File: src/rtl/cpu_pkg.sv
// Shared definitions for the CPU fetch stage: default widths, halt opcode, FSM states.
package cpu_pkg;

    localparam int unsigned ADDR_W_DEFAULT  = 8;
    localparam int unsigned INSTR_W_DEFAULT = 16;
    localparam logic [3:0]  HALT_OP_DEFAULT = 4'hF;

    typedef enum logic [1:0] {
        StLoad = 2'd0,
        StRun  = 2'd1,
        StHalt = 2'd2
    } fetch_state_e;

endpackage

File: src/rtl/cpu_fetch_pc.sv
// Program counter register with clear, load and increment controls.
// Priority: reset, clear, load, increment, hold.
module cpu_fetch_pc
    import cpu_pkg::*;
#(
    parameter int unsigned ADDR_W = ADDR_W_DEFAULT
) (
    input  logic              clk,
    input  logic              reset,
    input  logic              clear,
    input  logic              load,
    input  logic [ADDR_W-1:0] target,
    input  logic              incr,
    output logic [ADDR_W-1:0] pc
);

    localparam logic [ADDR_W-1:0] PC_ONE = ADDR_W'(1);

    logic [ADDR_W-1:0] pc_q;

    // PC update; increment wraps naturally modulo 2^ADDR_W.
    always_ff @(posedge clk) begin
        if (reset || clear) begin
            pc_q <= '0;
        end else if (load) begin
            pc_q <= target;
        end else if (incr) begin
            pc_q <= pc_q + PC_ONE;
        end
    end

    assign pc = pc_q;

endmodule

File: src/rtl/cpu_fetch.sv
// Instruction fetch stage: LOAD/RUN/HALT FSM feeding a single-entry
// instruction slot with ready/valid handshake, redirect flush and halt detect.
module cpu_fetch
    import cpu_pkg::*;
#(
    parameter int unsigned ADDR_W  = ADDR_W_DEFAULT,
    parameter int unsigned INSTR_W = INSTR_W_DEFAULT,
    parameter logic [3:0]  HALT_OP = HALT_OP_DEFAULT
) (
    input  logic               clk,
    input  logic               reset,
    input  logic               mode,
    input  logic [INSTR_W-1:0] instr_in,
    output logic [ADDR_W-1:0]  pc_out,
    output logic               ir_valid,
    output logic [INSTR_W-1:0] ir_data,
    output logic [ADDR_W-1:0]  ir_pc,
    input  logic               ir_ready,
    input  logic               redirect_valid,
    input  logic [ADDR_W-1:0]  redirect_target,
    output logic               halted,
    output logic [15:0]        fetch_count
);

    fetch_state_e       state_q, state_d;
    logic               ir_valid_q, ir_valid_d;
    logic [INSTR_W-1:0] ir_data_q, ir_data_d;
    logic [ADDR_W-1:0]  ir_pc_q, ir_pc_d;
    logic [15:0]        count_q, count_d;

    logic              pc_clear, pc_load, pc_incr;
    logic [ADDR_W-1:0] pc;
    logic              slot_free;

    assign slot_free = !ir_valid_q || ir_ready;

    cpu_fetch_pc #(
        .ADDR_W (ADDR_W)
    ) u_pc (
        .clk    (clk),
        .reset  (reset),
        .clear  (pc_clear),
        .load   (pc_load),
        .target (redirect_target),
        .incr   (pc_incr),
        .pc     (pc)
    );

    // Next-state logic; mode=0 is applied last so it overrides every other event.
    always_comb begin
        state_d    = state_q;
        ir_valid_d = ir_valid_q;
        ir_data_d  = ir_data_q;
        ir_pc_d    = ir_pc_q;
        count_d    = count_q;
        pc_clear   = 1'b0;
        pc_load    = 1'b0;
        pc_incr    = 1'b0;

        unique case (state_q)
            StLoad: begin
                if (mode) begin
                    state_d = StRun;
                end
            end
            StRun: begin
                if (redirect_valid) begin
                    // Flush the slot; fetch resumes from the target next cycle.
                    pc_load    = 1'b1;
                    ir_valid_d = 1'b0;
                end else if (slot_free) begin
                    ir_data_d  = instr_in;
                    ir_pc_d    = pc;
                    ir_valid_d = 1'b1;
                    pc_incr    = 1'b1;
                    count_d    = (count_q == 16'hFFFF) ? count_q : count_q + 16'd1;
                    if (instr_in[INSTR_W-1 -: 4] == HALT_OP) begin
                        state_d = StHalt;
                    end
                end
            end
            StHalt: begin
                if (ir_ready) begin
                    ir_valid_d = 1'b0;
                end
            end
            default: begin
                state_d = StLoad;
            end
        endcase

        if (!mode) begin
            state_d    = StLoad;
            ir_valid_d = 1'b0;
            count_d    = '0;
            pc_clear   = 1'b1;
            pc_load    = 1'b0;
            pc_incr    = 1'b0;
        end
    end

    // State and slot registers with synchronous reset.
    always_ff @(posedge clk) begin
        if (reset) begin
            state_q    <= StLoad;
            ir_valid_q <= 1'b0;
            ir_data_q  <= '0;
            ir_pc_q    <= '0;
            count_q    <= '0;
        end else begin
            state_q    <= state_d;
            ir_valid_q <= ir_valid_d;
            ir_data_q  <= ir_data_d;
            ir_pc_q    <= ir_pc_d;
            count_q    <= count_d;
        end
    end

    assign pc_out      = pc;
    assign ir_valid    = ir_valid_q;
    assign ir_data     = ir_data_q;
    assign ir_pc       = ir_pc_q;
    assign halted      = (state_q == StHalt);
    assign fetch_count = count_q;

endmodule

File: config.mk
export PLATFORM = sky130hd
export DESIGN_NAME = cpu_fetch
export DESIGN_NICKNAME = d
export VERILOG_FILES = /design/src/rtl/cpu_pkg.sv /design/src/rtl/cpu_fetch_pc.sv /design/src/rtl/cpu_fetch.sv
export SDC_FILE = /design/constraint.sdc
export NUM_CORES = 1
export LEC_CHECK = 0
export CORE_MARGIN = 2
export CORE_UTILIZATION = 60
export CTS_BUF_LIST = sky130_fd_sc_hd__clkbuf_8
export CTS_CLUSTER_SIZE = 28
export DETAILED_ROUTE_END_ITERATION = 16
export DONT_BUFFER_PORTS = 1
export PLACE_DENSITY = 0.76
export RECOVER_POWER = 25
export SLEW_MARGIN = 20
export SYNTH_ARGS = -nofsm -noshare
export SYNTH_HDL_FRONTEND = slang
export SYNTH_SLANG_ARGS = --single-unit
File: constraint.sdc
create_clock -name clk -period 3.2 [get_ports clk]
set_input_delay 0.32 -clock clk [delete_from_list [all_inputs] [get_ports clk]]
set_output_delay 0.32 -clock clk [all_outputs]
set_load 0.03 [all_outputs]
# Word level (Yosys, flattened, before mapping)
# Cells that the tools add are included.
# totals
out_inout_bits	50
word_cells	50
inputBits	29
ff_bits	51
# op_classes
bitwise_logic	4
eq_ne	9
addsub	2
muxes	18
n_reduce_logical	11
# ops
operator	n
adder 16 x 1 -> 16 bit, second input constant	1
equality test 16 bit, second input constant	1
two-way mux 8 bit	2
two-way mux 1 bit	11
adder 8 x 1 -> 8 bit, second input constant	1
inequality test 2 bit, second input constant	4
AND reduction 4 bit	2
two-way mux 2 bit	3
case mux 2 bit (3 select lines)	1
AND reduction 3 bit	2
equality test 4 bit, second input constant	1
inverter 1 bit	4
nonzero test 2 bit	2
inequality test 3 bit, second input constant	1
equality test 2 x 1 -> 1 bit, second input constant	1
equality test 2 bit, second input constant	1
zero test 2 bit	1
logical OR 1 bit	2
case mux 1 bit (2 select lines)	1
OR reduction 2 bit	1
zero test 1 bit	1

# Depth between registers and ports, before layout
# Gate-level depths: netlist of the first run.
# depth
depth_word	8
mapped_depth	6
mapped_depth_nobuf	5

# Hierarchy
# A second synthesis of the first run with hierarchy kept.
# unflattened
cells_unflattened	281
area_unflattened_um2	2341.0
# by_module_without_submodules
mod	seq_area_each_um2	cells_each	instances	area_each_um2
cpu_fetch	860.8	232	1	1895.6
cpu_fetch_pc	160.2	49	1	445.4

# Worst setup path before layout of the first run
# OpenSTA, ideal clock, no wires.
# synth_timing
path_type	register to register
startpoint	register count_q[0], in the netlist fetch_count[0]
endpoint	register count_q[12], in the netlist fetch_count[12]
setup_slack_ps	1195
setup_time_ps	70
path_stages_with_launch	6
period_less_slack_ps	2005
n_path_buf	0
required_time_ps	3130
t_arrival_ps	1935
path_cell_list	dfxtp_1 -> ha_1 -> nand4_1 -> or3_1 -> or4_1 -> a21oi_1
# synth_via
elab_chain_len	3
word_cells_on_any_way	4
classes_between	add/sub (1); eq/ne (1); bitwise (1); reduce/logical (1)
# synth_rtl
item	line_no	source
from (decl)	cpu_fetch.sv:29	logic [15:0] count_q, count_d;
from (signal assigned)	cpu_fetch.sv:115	count_q <= count_d;
branches (longest 3 deep; another with adder 16 x 1 -> 16 bit)	-	
# Several ways; the timed one is not identified.
# A chain may end at the register's enable or synchronous reset.

# Worst setup path after layout of the first run
# layout_timing
startpoint	register count_q[0], in the netlist fetch_count[0]
endpoint	register count_q[4], in the netlist fetch_count[4]
# The elaborated chain is that of the path after synthesis.

==> impl_metrics.env, run 1 <==
export IMPL_status="finished clean"
export IMPL_fin_crit_ns=2.415
export IMPL_slew_limit_headroom_pct=32.24
export IMPL_routed_wl_mm=5.343
export IMPL_cts_hold_repair_buffers=0
export IMPL_antenna_found_initial=0
export IMPL_power_w=0.001238
export IMPL_fin_crit_sh_pct=75.46
export IMPL_syn_to_final_growth_pct=7.139
export IMPL_hpwlAfterDp_mm=3.706
export IMPL_cts_clk_slew_worst_paths_ns=0.09
export IMPL_switching_share_pct=21.71
export IMPL_cap_viol_max_count=0
export IMPL_worst_slack_ns=0.7852
export IMPL_worst_path_max_fanout=9
export IMPL_arrival_ns=2.61
export IMPL_crit_type="reg2reg"
export IMPL_wl_per_cell_um=15.76
export IMPL_whs_path_depth=1
export IMPL_antennaDiodeCount=0
export IMPL_grt_pass1_wl_mm=8.763
export IMPL_top_layer="met4"
export IMPL_async_reset_ff_share_pct=0
export IMPL_switchingPower_w=0.0002687
export IMPL_io_pins=79
export IMPL_ys_types=44
export IMPL_tritoncts="done"
export IMPL_r2r_cells=6
export IMPL_grt_start_max_net_pins=27
export IMPL_gp_congestion=0.8533
export IMPL_pwr_share_seq_pct=54.1
export IMPL_grt_pass1_vias=1887
export IMPL_clock_latency_ns=0.31
export IMPL_nNetsFinal=321
export IMPL_clkPwrFrac_pct=41.9
export IMPL_wl_met2_mm=2.355
export IMPL_p_comb_share_pct=4.1
export IMPL_fillers=326
export IMPL_setup_tns_ns=0
export IMPL_cpMaxStageDelayCell="dfxtp_1"
export IMPL_synth_edf_count=0
export IMPL_tightest_slew_ns=1.014
export IMPL_io_buffers=0
export IMPL_grt_setup_unrepaired="false"
export IMPL_path_cells="ha_1, nand4_1, nor4_1, buf_4, nor3_1, mux2i_1"
export IMPL_clock_fmax_mhz=414.1
export IMPL_synth_area_um2=2331
export IMPL_cp_end_kind="flop"
export IMPL_num_rows=22
export IMPL_syn_area_per_cell_um2=7.956
export IMPL_cts_setup_buffers=0
export IMPL_fin_util_pct=67.71
export IMPL_seq_area_frac_synth_pct=43.80
export IMPL_drt_iter0_drc=133
export IMPL_synthesis_instances=293
export IMPL_numCtsBuffers=5
export IMPL_grtUsageTotal_pct=25.89
export IMPL_setup_viol_count_final=0
export IMPL_place_ws_ns=0.8903
export IMPL_synth_seq_cells=51
export IMPL_start_util_pct=63.20
export IMPL_ctsLongestPathBuffers=2
export IMPL_numPlacedInstances=331
export IMPL_power_per_cell_area_nw_per_um2=495.6
export IMPL_cpPeakStageDelay_ns=0.63
export IMPL_power_leakage_nw=0.7891
export IMPL_slew_viol_final=0
export IMPL_ctsResizeCount=0
export IMPL_required_ns=3.39
export IMPL_route_met3_wl_um=621
export IMPL_root_buffer="clkbuf_8"
export IMPL_syn_nets=324
export IMPL_yosysWarnings=0
export IMPL_wl_met1_mm=2.293
export IMPL_fin_cells=339
export IMPL_dieArea_um2=4400
export IMPL_peakVddDrop_uv=249.3
export IMPL_dieWidth_um=66.33
export IMPL_hold_viol=0
export IMPL_ant_nets=0
export IMPL_drive_gt1_share_pct=5.498
export IMPL_finClkSkew_ns=0.008291
export IMPL_vias_per_cell=6.218
export IMPL_dr_total_vias=2108
export IMPL_fp_dieH_um=66.33
export IMPL_cts_sinks=51
export IMPL_h_tree_depth=2
export IMPL_min_delay_path_class="in2reg"
export IMPL_overflow=0
export IMPL_drcViolationCount=0
export IMPL_p_int_w=0.0009691
export IMPL_drtPass1Iterations=4
export IMPL_core_um2=3689
export IMPL_critPathLaunchType="flop"
export IMPL_synth_top_flop_cell="dfxtp_1"
-- metal layers --
metal / vias up / GRT usage (%)
met5: - / 0
met4: 0 / 9.694
met3: 6 / 10.39
met2: 94 / 40.00
met1: 951 / 32.30
li1: 1057 / -
-- through the flow --
stage / cell area (µm²) / hold WS (ns)
2_1_floorplan: 2331 / 0.4560
5_1_grt: 2497 / 0.04820
4_1_cts: 2501 / 0.06313
3_3_place_gp: 2369 / 0.3917
6_report: 2497 / 0.06585
3_5_place_dp: 2369 / 0.3936
-- synthesized netlist by cell type, types with 3 or more instances --
cell      instances  area, µm²
clkbuf_1          8      30.03
o31ai_1           7      52.55
nor3_1            5      25.02
nor2_1           10      37.54
dfxtp_1          51       1021
nand2b_1          5      31.28
and4_1            3      26.28
nor4_1            5      31.28
nand4_1           5      31.28
inv_1             3      11.26
nor2b_1           4      25.02
or3_1             4      25.02
nand2_1          66      247.7
or4_1             9      67.56
o21ai_0          10      50.05
nand3_1          15      75.07
a21oi_1          41      205.2
buf_2             6      30.03
-- flip-flops by register name, indices dropped and copies added (netlist names) --
name / flops
fetch_count: 16
ir_data: 16
ir_pc: 8
u_pc.pc: 8
state_q: 2
ir_valid: 1
-- logic make-up after synthesis --
family / after synthesis / share of synthesized area, %
buf+inv: 19 / 3.382
fa+ha+maj: 2 / 1.073
simple gates: 141 / 30.17
compound gates: 78 / 20.72
mux: 2 / 0.8589
flops: 51 / 43.80
-- power groups by stage --
stage / registers (W) / logic (W) / clock network, W
2_1_floorplan: 0.000682 / 0.0000445 / 0
3_3_place_gp: 0.000684 / 0.0000490 / 0
3_5_place_dp: 0.000684 / 0.0000496 / 0
4_1_cts: 0.000669 / 0.0000501 / 0.000528
5_1_grt: 0.000671 / 0.0000570 / 0.000555
6_report: 0.000669 / 0.0000502 / 0.000518
-- critical path, delay by kind of cell (launching register included) --
kind | cells | cell delay [ns]
AND/OR/NAND/NOR | 3 | 0.92
flip-flops | 1 | 0.63
adder cells (fa/ha/maj) | 1 | 0.32
buffers and inverters | 1 | 0.27
multiplexers | 1 | 0.16
-- layout make-up --
type                       instances  area, µm²  share of cell area [%]
tap                               48      60.06                   2.405
timing repair buffer               6      41.29                   1.653
clock buffer                       5      68.82                   2.756
sequential                        51       1021                   40.88
inverter                           3      11.26                  0.4509
multi-input combinational        223       1231                   49.30
clock inverter                     3      63.81                   2.555
-- cell usage in the layout, fill, tap and decap left out, types with 3 or more instances in the layout --
cell type  instances
buf_4              5
nor2_1            10
and4_1             3
clkbuf_8           5
nor4_1             5
or4_1              9
inv_1              4
nand4_1            5
nor3_1             5
a21oi_1           41
nand3_1           15
nor2b_1            4
nand2b_1           5
nand2_1           66
o31ai_1            7
o21ai_0           10
or3_1              4
dfxtp_1           51
-- path summary, 6_finish.rpt --
check / from / endpoint / slack, ns
worst max-delay path: fetch_count[0] / fetch_count[4] / 0.79
worst min-delay path: reset / ir_pc[7] / 0.07
worst max register to register: fetch_count[0] / fetch_count[4] / 0.79
worst min register to register: state_q[1] / ir_valid / 0.53
No activity file was read; power rests on OpenSTA's default activity.
==> inputs of run 2 (changes only) <==
- CORE_UTILIZATION: 60 -> 59
- PLACE_DENSITY: 0.76 -> 0.78
- clock period: 3.2 -> 2.05 ns (I/O delays scaled with it)
==> run 2 against run 1 <==
Against the previous run:
- combinational power increased by 99%
- largest power group unchanged
- wire length up 6.9%
- sequential share of layout area decreased by 2.5 points
- die area grew 1.6%
- total power up 47%
- register-to-register slack lost 0.58 ns
- flip-flop and latch count unchanged
- count of clock-buffer cells in the layout unchanged
- fmax up 31%
==> impl_metrics.env, run 2 (synthesis results as in run 1) <==
export IMPL_slew_viol_final=0
export IMPL_grt_pass1_vias=2023
export IMPL_setup_tns_ns=0
export IMPL_clock_latency_ns=0.30
export IMPL_dieWidth_um=66.86
export IMPL_root_buffer="clkbuf_8"
export IMPL_antennaDiodeCount=0
export IMPL_cp_end_kind="flop"
export IMPL_io_buffers=0
export IMPL_final_cell_mix="66 x nand2_1, 51 x dfxtp_1, 41 x a21oi_1"
export IMPL_grt_start_max_net_pins=49
export IMPL_cap_viol_max_count=0
export IMPL_h_tree_depth=2
export IMPL_io_pins=79
export IMPL_cts_clk_slew_worst_paths_ns=0.09
export IMPL_tightest_slew_ns=0.9005
export IMPL_drcViolationCount=0
export IMPL_drtPass1Iterations=4
export IMPL_final_common_cell="nand2_1"
export IMPL_routed_wl_mm=5.714
export IMPL_wl_per_cell_um=15.83
export IMPL_power_w=0.001820
export IMPL_numCtsBuffers=5
export IMPL_critPathLaunchType="flop"
export IMPL_ant_nets=0
export IMPL_r2r_start="fetch_count[0]"
export IMPL_worst_path_max_fanout=7
export IMPL_fin_area_um2=2659
export IMPL_clock_fmax_mhz=541.0
export IMPL_peakVddDrop_uv=464.0
export IMPL_crit_type="reg2reg"
export IMPL_grt_pass1_wl_mm=8.970
export IMPL_whs_path_depth=2
export IMPL_r2r_cells=5
export IMPL_finClkSkew_ns=0.005880
export IMPL_place_area_um2=2546
export IMPL_hold_viol=0
export IMPL_min_to="ir_data[6]"
export IMPL_core_um2=3716
export IMPL_fp_dieH_um=66.86
export IMPL_syn_to_final_growth_pct=14.06
export IMPL_vias_per_cell=6.244
export IMPL_drive_gt1_share_pct=12.14
export IMPL_required_ns=2.29
export IMPL_antenna_found_initial=0
export IMPL_gp_congestion=0.8973
export IMPL_setup_viol_count_final=0
export IMPL_hpwlAfterDp_mm=4.039
export IMPL_hp_start="instr_in[6]"
export IMPL_grt_setup_unrepaired="false"
export IMPL_tritoncts="done"
export IMPL_power_leakage_nw=0.8999
export IMPL_fin_crit_sh_pct=90.17
export IMPL_start_util_pct=62.73
export IMPL_drt_iter0_drc=167
export IMPL_num_rows=22
export IMPL_overflow=0
export IMPL_min_delay_path_class="in2reg"
export IMPL_ctsLongestPathBuffers=2
export IMPL_status="finished clean"
export IMPL_r2r_slack_ns=0.20
export IMPL_power_per_cell_area_nw_per_um2=684.5
export IMPL_dieArea_um2=4470
export IMPL_arrival_ns=2.09
export IMPL_slew_limit_headroom_pct=39.77
export IMPL_nNetsFinal=344
export IMPL_grtUsageTotal_pct=26.13
export IMPL_r2r_end="fetch_count[12]"
export IMPL_cts_sinks=51
export IMPL_fin_crit_ns=1.849
export IMPL_dr_total_vias=2254
==> run 2: changes by cell type in the layout (fill, tap and decap cells not counted), sizes merged <==
cell,change
buf,+22
clkinvlp,+1
inv,-1
bufinv,-1
dlygate4sd3,+1
==> run 2: worst max path at each step <==
stage,startpoint,end,slack (ns)
floorplan,fetch_count[0],fetch_count[12],0.04
global placement,fetch_count[0],fetch_count[12],0.30
detailed placement,fetch_count[0],fetch_count[12],0.26
CTS,fetch_count[0],fetch_count[12],0.22
global route,fetch_count[0],fetch_count[12],0.02
finish,fetch_count[0],fetch_count[12],0.20
==> run 2: cell type report <==
type / count / area [µm²]
clock buffer: 5 / 68.82
clock inverter: 2 / 37.54
fill: 324 / 1057
inverter: 3 / 11.26
multi-input combinational: 223 / 1231
sequential: 51 / 1021
tap: 48 / 60.06
timing repair buffer: 29 / 229.0
==> run 2: through the flow <==
step / util (%) / hold WS (ns) / cells / worst slack [ns]
global placement: 68.52 / 0.2768 / 353 / 0.3005
CTS: 71.65 / 0.02867 / 361 / 0.2214
finish: 71.55 / 0.02955 / 361 / 0.2015
global route: 71.55 / 0.02103 / 361 / 0.02287
floorplan: - / 0.3410 / 293 / 0.04466
detailed placement: 68.52 / 0.2787 / 353 / 0.2624
==> run 2: repair_timing <==
| item | in CTS | in global routing |
|---|---|---|
| hold buffers | 1 | 0 |
| gates resized for setup | 0 | 0 |
| endpoints found under the hold margin | 24 | 0 |
| buffers inserted | 0 | 0 |
| setup endpoints to repair | 0 | 0 |
==> run 2: report_power, final <==
part	switching [W]	leakage, nW	total [W]	internal (W)
combinational	0.0000674	0.437	0.000100	0.0000330
sequential	0.0000349	0.412	0.00104	0.00100
clock	0.000323	0.0502	0.000680	0.000357
==> run 2: layer usage <==
layer | vias up | track usage [%] | part of all wire [%] | wire [µm]
li1 | 1106 | - | - | -
met1 | 1025 | 33.68 | 44 | 2493
met2 | 115 | 41.63 | 44 | 2486
met3 | 8 | 7.770 | 11 | 651
met4 | 0 | 8.673 | 1.4 | 82
met5 | - | 0 | 0 | 0
==> run 2: critical path, stage by stage, from the launching register on <==
cell	delay, ns
dfxtp_1	0.34
ha_1	0.24
nand4_1	0.27
or3_1	0.40
or4_1	0.40
a21oi_1	0.14
==> patch 1, RTL diff (settings of run 2) <==
Reset style: asynchronous (`reset`), changed in one clocked block. Comments in the files are not updated.
--- a/src/rtl/cpu_fetch.sv
+++ b/src/rtl/cpu_fetch.sv
@@ -100,7 +100,7 @@
     end
 
     // State and slot registers with synchronous reset.
-    always_ff @(posedge clk) begin
+    always_ff @(posedge clk or posedge reset) begin
         if (reset) begin
             state_q    <= StLoad;
             ir_valid_q <= 1'b0;
Behaviour: differs if reset is asserted again (counterexample within 4 cycles, from zero or initial values and one cycle with reset high); with reset held inactive, the same outputs for 10 cycles.
==> patch 1 against run 2 <==
- clock skew decreased by 2.3 ps
- design area grew 7.4%
- setup slack worse by 43 ps
- via count decreased by 8.4%
- area after synthesis is 7.6% higher
- sequential cell count stayed put
- routed wire length rose by 1.6%
- first-iteration DRC count shrank 20%
- largest cell class is now sequential cells
Power is not compared: it rests on default switching activity, and its combinational part moved more than twofold at a synthesized area within 25%.
==> patch 1: results (changes against run 2) <==
Hold Path Sink ir_valid (was ir_data[6]); Top delay family on crit path simple AND/OR/NAND/NOR gates (unchanged); Netlist cell types 46 (was 44); Register-to-Register Path Depth 4 (was 5); CTS H-tree lvls 2 (unchanged); Net Count, Synth 269 (was 324); largest cells by area after synthesis dfrtp_1 43%, mux2_2 11%, dfxtp_1 6.4%, nand2_1 3.7%, mux2i_1 2.8% (was dfxtp_1 44%, nand2_1 11%, a21oi_1 8.8%, nand3_1 3.2%, or4_1 2.9%); Hold Path Depth 2 (unchanged); Async SR Flop Fraction 84.3% (was 0%); CTS-repair resized insts 0 (unchanged); HPWL Detailed 4.13 mm (was 4.04 mm); worst hold path startpoint mode (was instr_in[6]); Max-slew headroom 27.4% (was 39.8%); synth warn 0 (unchanged); Layout Skew 3.55 ps (was 5.88 ps); Worst R2R End fetch_count[14] (was fetch_count[12]); Placed Instance Area 2740 um2 (was 2550 um2); Max stage delay cell, worst path or4_1 (was or3_1); largest net degree at the start of global routing 44 (was 49); pre-CTS WS 183 ps (was 262 ps); Crit path largest cell delay 630 ps (was 400 ps); register area share after synthesis 49.3% (was 43.8%); maximum vdd drop 0.000897 V; Commonest cells post-synth 43 x dfrtp_1, 25 x nand2_1, 24 x mux2_2 (was 66 x nand2_1, 51 x dfxtp_1, 41 x a21oi_1); flop2flop setup slack 160 ps (was 200 ps); Post-Syn Instances 238 (was 293); Port Buffers 0 (unchanged); Critical Path AT 2130 ps (was 2090 ps); Post-Place Cells 308 (was 353); nets 298 (was 344); drt pass-1 iters 4 (unchanged); 1st-iter DRT viols 134 (was 167); gp weighted congestion 0.861 (was 0.897); vias in the first global route 1915 (was 2023); Wirelength per Cell 18.3 um (was 15.8 um); initial antenna violation count 0 (unchanged); Vias 2064 (was 2254); status finished clean (unchanged); via/cell ratio 6.49 (was 6.24); global router's overall resource usage 24.4% (was 26.1%); worst-path fanout max 7 (unchanged); share of layout cells above drive strength 1 25.7% (was 12.1%); launching point of the worst reg2reg path fetch_count[5] (was fetch_count[0]); Synth Flop Type dfrtp_1 (was dfxtp_1); CTS buffer count 5 (unchanged); clock slew at reported path FFs ~100 ps; first-pass GRT wire length 9.48 mm (was 8.97 mm); worst hold path type in -> reg (unchanged); Root Driver clkbuf_8 (unchanged); count of pins over their slew limit 0 (unchanged); hold_buf cts 1 (unchanged)
## patch 1: cell types whose count changed in the layout (fill, tap and decap cells not counted), sizes merged, moves of 24 or more
cell,change
dfxtp,-43
mux2,+24
nand2,-41
a21oi,-28
dfrtp,+43
## patch 1: layout make-up
| class | count | area, um2 |
|---|---|---|
| Clock inverter | 3 | 28.8 |
| Fill cell | 306 | 1200 |
| Sequential cell | 51 | 1240 |
| Multi-Input combinational cell | 169 | 1180 |
| Timing Repair Buffer | 32 | 243 |
| Clock buffer | 5 | 68.8 |
| Inverter | 8 | 30.0 |
| Tap cell | 50 | 62.6 |
## patch 1: through the flow
step,utilization (%),hold slack [ps]
final,70.4,10.5
after global placement,67.6,274
after floorplan,-,357
after global routing,70.4,1.76
after CTS,70.2,1.03
after detailed placement,67.6,278
## patch 1: metal layers
layer,track usage (%),part of all wire [%],up-vias
li1,-,-,953
met1,32.2,41,995
met2,38.6,48,105
met3,7.85,9.3,11
met4,7.63,1.6,0
met5,0,0,-
## patch 1: worst max path at each step
stage	start	to	slack, ps
after floorplan	fetch_count[7]	fetch_count[14]	8
after detailed placement	fetch_count[4]	fetch_count[14]	180
after global placement	fetch_count[5]	fetch_count[14]	250
final	fetch_count[5]	fetch_count[14]	160
after CTS	fetch_count[4]	fetch_count[14]	170
after global routing	fetch_count[1]	fetch_count[10]	40
## patch 1: cell families after synthesis
kind of cell,share of synthesized area [%]
flip-flops,49.3
AND/OR/NAND/NOR,20.2
adder cells (fa/ha/maj),0.997
multiplexers,13.6
AO/OA/AOI/OAI,12.4
buffers and inverters,3.49
## patch 1: power by group
group          leakage, nW  internal (W)  switching (W)
Combinational        0.535      0.000354       0.000352
Clock               0.0502      0.000253       0.000364
Sequential           0.623       0.00122       0.000571
==> patch 2, RTL diff (config.mk and constraints of run 2) <==
Made on the original files. Change the package constant `ADDR_W_DEFAULT` from 8 to 7.
--- a/src/rtl/cpu_pkg.sv
+++ b/src/rtl/cpu_pkg.sv
@@ -1,7 +1,7 @@
 // Shared definitions for the CPU fetch stage: default widths, halt opcode, FSM states.
 package cpu_pkg;
 
-    localparam int unsigned ADDR_W_DEFAULT  = 8;
+    localparam int unsigned ADDR_W_DEFAULT  = 7;
     localparam int unsigned INSTR_W_DEFAULT = 16;
     localparam logic [3:0]  HALT_OP_DEFAULT = 4'hF;
 
Interface: changed (resized ir_pc, pc_out and redirect_target); port bits go from 79 to 76. No check against the original RTL was run, so the function may have changed too.
==> patch 2 against run 2 <==
- routed wire length is 1.8% lower
- power is 8.8% lower
- largest power group unchanged
- maximum frequency is 2.7% lower
- non-clock buffer count is 3 lower
- area after synthesis is 3.5% lower
- sequential cell count is 2 lower
- highest routed layer unchanged
- synthesized cell count is 2.7% lower
- design area is 5.6% lower
- setup slack worse by 51 ps
- count of clock-buffer cells in the layout stayed put
==> patch 2: results (changes against run 2) <==
vias in the first global route 1901 (was 2023); Critical Path AT 2120 ps (was 2090 ps); fillers 325 (was 324); Layout Skew 8.67 ps (was 5.88 ps); 1st-iter DRT viols 110 (was 167); nets 332 (was 344); register area share after synthesis 43.6% (was 43.8%); Vias 2147 (was 2254); maximum vdd drop 0.000496 V (was 0.000464 V); Hold Path Depth 2 (unchanged); largest net degree at the start of global routing 28 (was 49); global router's overall resource usage 26.0% (was 26.1%); pre-CTS WS 176 ps (was 262 ps); Wirelength per Cell 16.0 um (was 15.8 um); largest cells by area after synthesis dfxtp_1 44%, nand2_1 12%, a21oi_1 8.2%, mux2i_1 2.7%, o21ai_0 2.4% (was dfxtp_1 44%, nand2_1 11%, a21oi_1 8.8%, nand3_1 3.2%, or4_1 2.9%); Register-to-Register Path Depth 4 (was 5); Pleak 0.843 nW (was 0.900 nW); share of layout cells above drive strength 1 10.6% (was 12.1%); first-pass GRT wire length 8.63 mm (was 8.97 mm); gp weighted congestion 0.818 (was 0.897); status finished clean (unchanged); Net Count, Synth 315 (was 324); Netlist cell types 38 (was 44); worst-path fanout max 14 (was 7); Internal 0.00123 W (was 0.00139 W); Commonest cells post-synth 70 x nand2_1, 49 x dfxtp_1, 37 x a21oi_1 (was 66 x nand2_1, 51 x dfxtp_1, 41 x a21oi_1); HPWL Detailed 3.98 mm (was 4.04 mm)
-- patch 2: cell count changes after synthesis, sizes merged, moves of 4 or more --
cell,delta
mux2i,+4
and3,+6
buf,-5
o31ai,-4
nand2,+4
a21o,+5
a21oi,-4
nor2,-5
nand3,-5
clkbuf,+5
-- patch 2: kinds of logic after synthesis --
family,share of synthesized area [%]
buffers and inverters,3.51
DFF,43.6
AOI/OAI and AO/OA,18.3
adders and majority gates,1.11
and+or+nand+nor,30.8
muxes,2.67
-- patch 2: layout make-up --
cell class	instances	area, um2	area share, %
tap	48	60.1	2.39
inverter	4	15.0	0.599
multi-input combinational	216	1190	47.4
clock buffer	5	68.8	2.74
sequential	49	983	39.2
clock inverter	3	17.5	0.698
timing repair buffer	26	175	6.98
-- patch 2: path summary, 6_finish.rpt --
path                  start  slack, ps              to
min reg2reg  fetch_count[9]        580  fetch_count[9]
max              state_q[0]        150  fetch_count[5]
min            instr_in[15]         30     ir_data[15]
max reg2reg      state_q[0]        150  fetch_count[5]
-- patch 2: power by group through the flow --
stage / Sequential (W) / Combinational (W) / Clock (W)
global route: 0.00100 / 0.000105 / 0.000624
global placement: 0.00102 / 0.0000836 / 0
detailed placement: 0.00102 / 0.0000865 / 0
floorplan: 0.00102 / 0.0000682 / 0
finish: 0.000998 / 0.0000948 / 0.000568
CTS: 0.000998 / 0.0000949 / 0.000587
-- patch 2: routing by layer --
layer / global-route usage (%) / routed length, um / vias up
met4: 7.29 / 25 / 0
met5: 0 / 0 / -
met3: 9.08 / 504 / 4
met2: 45.2 / 2870 / 82
li1: - / - / 1049
met1: 30.0 / 2210 / 1012
-- patch 2: critical path, stage by stage, from the launching register on --
cell	delay, ps
dfxtp_1	460
nand2b_4	90
or3_1	560
or4_1	560
a21oi_1	140
-- patch 2: per-stage QoR --
stage	instances	util (%)	instance area, um2	hold slack (ps)
after global placement	342	66.5	2430	276
after global routing	351	68.5	2510	3.32
final	351	68.5	2510	26.1
after detailed placement	342	66.5	2430	278
after floorplan	285	-	2250	341
after CTS	351	69.1	2530	12.1
